===== src/rtl/bcd2bin_seq_if.sv =====
// Start/done handshake bundle for the sequential BCD-to-binary converter.
// The requester uses the master modport and the converter uses the slave modport.
interface bcd2bin_seq_if;
  logic        start;
  logic [23:0] bcd;
  logic [19:0] bin;
  logic        busy;
  logic        done;
  logic        err;

  modport master (
    output start,
    output bcd,
    input  bin,
    input  busy,
    input  done,
    input  err
  );

  modport slave (
    input  start,
    input  bcd,
    output bin,
    output busy,
    output done,
    output err
  );
endinterface


===== src/rtl/bcd2bin_seq.sv =====
// Iterative 6-digit BCD to 20-bit binary converter (reverse double dabble).
// One bit per clock over 20 clocks. Non-decimal digits are flagged through err
// and force a zero result, but the full iteration count still runs so that
// latency never depends on the data.
module bcd2bin_seq (
  input  logic         clk,
  input  logic         rst,
  bcd2bin_seq_if.slave bus
);

  typedef enum logic {IDLE, SHIFT} state_t;

  state_t      state_q, state_d;
  logic [4:0]  cnt_q, cnt_d;
  logic [43:0] work_q, work_d;
  logic        bad_q, bad_d;
  logic [19:0] bin_q, bin_d;
  logic        err_q, err_d;
  logic        done_q, done_d;
  logic [43:0] shifted;

  // One reverse-dabble step: shift right, then pull every BCD nibble that
  // reached 8 or more back down by 3. Each nibble is corrected on its own.
  function automatic logic [43:0] dabble_step(input logic [43:0] w);
    logic [43:0] s;
    s = w >> 1;
    for (int k = 0; k < 6; k++) begin
      if (s[20 + 4*k +: 4] >= 4'd8)
        s[20 + 4*k +: 4] = s[20 + 4*k +: 4] - 4'd3;
    end
    return s;
  endfunction

  // True when any digit of the packed operand lies outside 0..9.
  function automatic logic has_bad_digit(input logic [23:0] v);
    logic b;
    b = 1'b0;
    for (int k = 0; k < 6; k++) begin
      if (v[4*k +: 4] > 4'd9)
        b = 1'b1;
    end
    return b;
  endfunction

  // Next-state and datapath update; everything holds unless a transition says otherwise.
  always_comb begin
    state_d = state_q;
    cnt_d   = cnt_q;
    work_d  = work_q;
    bad_d   = bad_q;
    bin_d   = bin_q;
    err_d   = err_q;
    done_d  = 1'b0;
    shifted = dabble_step(work_q);
    unique case (state_q)
      IDLE: begin
        if (bus.start) begin
          state_d = SHIFT;
          work_d  = {bus.bcd, 20'd0};
          cnt_d   = 5'd0;
          bad_d   = has_bad_digit(bus.bcd);
        end
      end
      SHIFT: begin
        work_d = shifted;
        cnt_d  = cnt_q + 5'd1;
        if (cnt_q == 5'd19) begin
          // Final shift: the low 20 bits now hold the binary result.
          bin_d   = bad_q ? 20'd0 : shifted[19:0];
          err_d   = bad_q;
          done_d  = 1'b1;
          cnt_d   = 5'd0;
          state_d = IDLE;
        end
      end
      default: state_d = IDLE;
    endcase
  end

  // State and result registers; reset aborts any conversion without a done pulse.
  always_ff @(posedge clk) begin
    if (rst) begin
      state_q <= IDLE;
      cnt_q   <= 5'd0;
      work_q  <= 44'd0;
      bad_q   <= 1'b0;
      bin_q   <= 20'd0;
      err_q   <= 1'b0;
      done_q  <= 1'b0;
    end else begin
      state_q <= state_d;
      cnt_q   <= cnt_d;
      work_q  <= work_d;
      bad_q   <= bad_d;
      bin_q   <= bin_d;
      err_q   <= err_d;
      done_q  <= done_d;
    end
  end

  assign bus.bin  = bin_q;
  assign bus.busy = (state_q == SHIFT);
  assign bus.done = done_q;
  assign bus.err  = err_q;

endmodule


===== src/flat_wrapper.sv =====
// flat-port wrapper written by rule: the top's interface ports become plain ports
module bcd2bin_seq_flat 
  (clk, rst, bus_start, bus_bcd, bus_bin, bus_busy, bus_done, bus_err);
  bcd2bin_seq_if bus_i ();
  input  logic clk;
  input  logic rst;
  input wire logic [$bits(bus_i.start)-1:0] bus_start;
  input wire logic [$bits(bus_i.bcd)-1:0] bus_bcd;
  output wire logic [$bits(bus_i.bin)-1:0] bus_bin;
  output wire logic [$bits(bus_i.busy)-1:0] bus_busy;
  output wire logic [$bits(bus_i.done)-1:0] bus_done;
  output wire logic [$bits(bus_i.err)-1:0] bus_err;
  assign bus_i.start = bus_start;
  assign bus_i.bcd = bus_bcd;
  assign bus_bin = bus_i.bin;
  assign bus_busy = bus_i.busy;
  assign bus_done = bus_i.done;
  assign bus_err = bus_i.err;
  bcd2bin_seq u_core (.clk(clk), .rst(rst), .bus(bus_i));
endmodule

===== config.mk =====
export PLATFORM = sky130hd
export DESIGN_NAME = bcd2bin_seq_flat
export DESIGN_NICKNAME = d
export VERILOG_FILES = /design/src/rtl/bcd2bin_seq_if.sv /design/src/rtl/bcd2bin_seq.sv /design/src/flat_wrapper.sv
export SDC_FILE = /design/constraint.sdc
export NUM_CORES = 1
export LEC_CHECK = 0
export CAP_MARGIN = 20
export CELL_PAD_IN_SITES_DETAIL_PLACEMENT = 2
export CELL_PAD_IN_SITES_GLOBAL_PLACEMENT = 2
export CORE_MARGIN = 4
export CORE_UTILIZATION = 30
export CTS_BUF_LIST = sky130_fd_sc_hd__clkbuf_16
export DETAILED_ROUTE_END_ITERATION = 10
export PLACE_DENSITY_LB_ADDON = 0.1
export SETUP_SLACK_MARGIN = 0.2
export SLEW_MARGIN = 20
export SYNTH_ARGS = -nofsm -noshare
export SYNTH_HDL_FRONTEND = slang
export SYNTH_SLANG_ARGS = --single-unit

===== constraint.sdc =====
create_clock -name clk -period 1.45 [get_ports clk]
set_input_delay 0.435 -clock clk [delete_from_list [all_inputs] [get_ports clk]]
set_output_delay 0.435 -clock clk [all_outputs]
set_load 0.02 [all_outputs]

==> impl_metrics.env <==
export IMPL_status="complete, no violations"
export IMPL_nFillCells=1135
export IMPL_slew_violations=0
export IMPL_die_area_um2=13190
export IMPL_clk_latency_ns=0.34
export IMPL_grt_overflow_total=0
export IMPL_cts_sinks=72
export IMPL_drive_gt1_share_pct=32.19
export IMPL_syn_area_um2=3425
export IMPL_netlist_instances=386
export IMPL_timing_rr_start="u_core.bus.busy"
export IMPL_finalCritPeriodShare_pct=96.30
export IMPL_slew_headroom_pct=72.78
export IMPL_place_inst=562
export IMPL_r2r_end="u_core.cnt_q[2]"
export IMPL_crit_required_ns=1.72
export IMPL_worstHoldEndpoint="u_core.bus.bin[2]"
export IMPL_grt_antenna_before_repair=0
export IMPL_die_w_um=114.8
export IMPL_setup_viol=0
export IMPL_slowest_stage="or4_4"
export IMPL_fin_crit_ns=1.396
export IMPL_reg2reg_slack_ns=0.05
export IMPL_gp_congestion=0.7143
export IMPL_fin_ws_ns=0.05369
export IMPL_num_vias=3271
export IMPL_grt_max_degree=65
export IMPL_dr_pass1_iters=4
export IMPL_crit_family="simple AND/OR/NAND/NOR gates"
export IMPL_max_stage_delay_ns=0.55
export IMPL_worstMarginPinSlew_ns=0.4040
export IMPL_cts_buffers=9
export IMPL_stdcell_count=606
export IMPL_vias_per_cell=5.398
export IMPL_skew_ns=0.006812
export IMPL_max_cap_violations=0
export IMPL_ys_types=33
export IMPL_fin_total_pwr_w=0.005235
export IMPL_seq_area_frac_synth_pct=42.09
export IMPL_start_kind="register"
export IMPL_timing_fmax_ghz=0.7162
export IMPL_regArea_um2=1479
export IMPL_top_layer_used="met4"
export IMPL_layout_common_cells="a21oi_1 (49), dfxtp_1 (46), buf_6 (34)"
export IMPL_layout_nets=499
export IMPL_hold_viol=0
export IMPL_hp_start="u_core.bus.bin[2]"
export IMPL_p_leak_nw=2.036
export IMPL_syn_nets=424
export IMPL_finish_utilization_pct=46.27
export IMPL_met1_length_um=5515
export IMPL_syn_to_final_growth_pct=48.41
export IMPL_tritoncts="yes"
export IMPL_hold_depth=2
export IMPL_cp_num_buf_inv=2
export IMPL_hp_class="register to register"
export IMPL_portBuffers=49
export IMPL_grt_usage_pct=17.27
export IMPL_grt_pass1_wl_um=17830
export IMPL_drc=0
export IMPL_rr_worst_depth=4
export IMPL_drt_total_wl_um=12550
export IMPL_power_density_nw_per_um2=1030
export IMPL_worst_setup_path_type="register to register"
export IMPL_initial_core_util_pct=31.18
export IMPL_critical_path_cell_chain="buf_6 -> clkinvlp_4 -> or4_4 -> a21oi_2"
export IMPL_endpoint_kind="register"
export IMPL_synth_avg_cell_area_um2=8.872
export IMPL_layout_commonest_cell="a21oi_1"
export IMPL_rsz0062_at_grt="yes"
export IMPL_cp_max_fo=5
export IMPL_grt_pass1_vias=3352
export IMPL_htree_levels=3
export IMPL_place_ws_ns=-0.2600
export IMPL_diodes=0
export IMPL_dpl_hpwl_um=6624
export IMPL_cts_root_buf="clkbuf_16"
export IMPL_design_core_area_um2=10980
export IMPL_ioPinCount=50
export IMPL_ys_warn_count=0
export IMPL_wl_per_cell_um=20.71
export IMPL_drt_iter0_drc=147
export IMPL_ys_seq_elements=72
export IMPL_arrival_ns=1.66
export IMPL_die_h_um=114.8
export IMPL_drtAntennaViolNets=0
export IMPL_std_cell_rows=38
export IMPL_cts_path_max_buffers=2
export IMPL_wl_met3_um=494
export IMPL_path_clk_slew_ns=0.06
export IMPL_multiInputGateArea_um2=1966
export IMPL_wl_met2_um=6336
export IMPL_fin_setup_tns_ns=0
export IMPL_peakVddDrop_uv=625.7
==> where the power goes <==
group / internal [W] / switching (W) / total [W]
Clock: 0.00148 / 0.000857 / 0.00234
Sequential: 0.00205 / 0.0000877 / 0.00214
Combinational: 0.000377 / 0.000388 / 0.000764
Total: 0.00390 / 0.00133 / 0.00523
==> sequential cells by signal, indices dropped and copies added (netlist names) <==
signal           count
u_core.bus.busy      1
u_core.bus.done      1
u_core.work_q       43
u_core.cnt_q         5
u_core.bus.bin      20
u_core.bad_q         1
u_core.bus.err       1
==> repair_timing <==
item,in CTS,in global routing
cloned,4,7
endpoints found under the hold margin,0,0
pin swaps,6,6
buffers inserted,0,17
setup endpoints to repair,57,75
gates resized for setup,187,57
hold buffers,0,0
==> metal layers <==
layer	up-vias	global-route usage, %
met4	0	4.460
li1	1537	-
met3	15	4.158
met2	57	29.51
met1	1662	21.84
met5	-	0
==> metrics by stage <==
| stage | instance area [µm²] | hold WS [ns] |
|---|---|---|
| 3_3_place_gp | 4193 | 0.4449 |
| 2_1_floorplan | 3430 | 0.4294 |
| 6_report | 5082 | 0.4605 |
| 5_1_grt | 5082 | 0.4800 |
| 4_1_cts | 4656 | 0.4623 |
| 3_5_place_dp | 4193 | 0.4537 |
==> worst reg2reg max path: cells and delay by family (launching register included) <==
kind,cells,cell delay [ns]
compound gates,1,0.13
buf+inv,2,0.30
flops,1,0.35
simple gates,1,0.55
==> final cells by class <==
| class | instances | area share, % |
|---|---|---|
| clock buffers | 9 | 4.431 |
| clock inverters | 7 | 1.576 |
| inverters | 14 | 1.108 |
| multi-input cells | 267 | 38.68 |
| flip-flops and latches | 72 | 29.10 |
| well taps | 140 | 3.447 |
| repair buffers | 97 | 21.66 |
==> worst max-delay path by stage <==
| stage | from | to | depth (start not counted) |
|---|---|---|---|
| after floorplan | u_core.cnt_q[0] | u_core.bus.bin[2] | 5 |
| after detailed placement | bus_bcd[14] | u_core.bad_q | 4 |
| final | u_core.bus.busy | u_core.cnt_q[2] | 4 |
| after global placement | bus_bcd[13] | u_core.bad_q | 4 |
| after CTS | u_core.cnt_q[0] | u_core.cnt_q[2] | 5 |
| after global routing | u_core.cnt_q[0] | u_core.cnt_q[1] | 6 |
==> kinds of logic after synthesis <==
| kind of cell | Yosys count | synth area share [%] |
|---|---|---|
| AO/OA/AOI/OAI | 122 | 21.67 |
| AND/OR/NAND/NOR | 102 | 18.01 |
| flip-flops | 72 | 42.09 |
| buffers and inverters | 49 | 5.736 |
| multiplexers | 19 | 5.663 |
| XOR/XNOR | 11 | 2.813 |
| adder cells (fa/ha/maj) | 11 | 4.019 |
==> synthesized netlist by cell type, drive strengths merged <==
master / number / area share [%]
dfxtp: 72 / 42
a21oi: 52 / 7.6
o21ai: 30 / 4.4
nor2: 26 / 2.8
a211oi: 22 / 4.8
clkbuf: 21 / 2.3
nand4b: 20 / 5.1
nor3b: 19 / 4.2
nand2: 17 / 1.9
mux2i: 16 / 4.7
buf: 14 / 1.9
inv: 14 / 1.5
ha: 11 / 4.0
o211a: 10 / 2.9
nor2b: 9 / 1.6
xor2: 6 / 1.5
a21o: 5 / 1.1
xnor2: 5 / 1.3
mux2: 3 / 0.99
nand3: 3 / 0.44
nor3: 2 / 0.29
a311oi: 1 / 0.26
a32oi: 1 / 0.26
and3b: 1 / 0.26
and4bb: 1 / 0.48
nand4: 1 / 0.18
nand4bb: 1 / 0.33
o221a: 1 / 0.33
or3: 1 / 0.18
or4: 1 / 0.22
(Power assumes the default switching activity.)
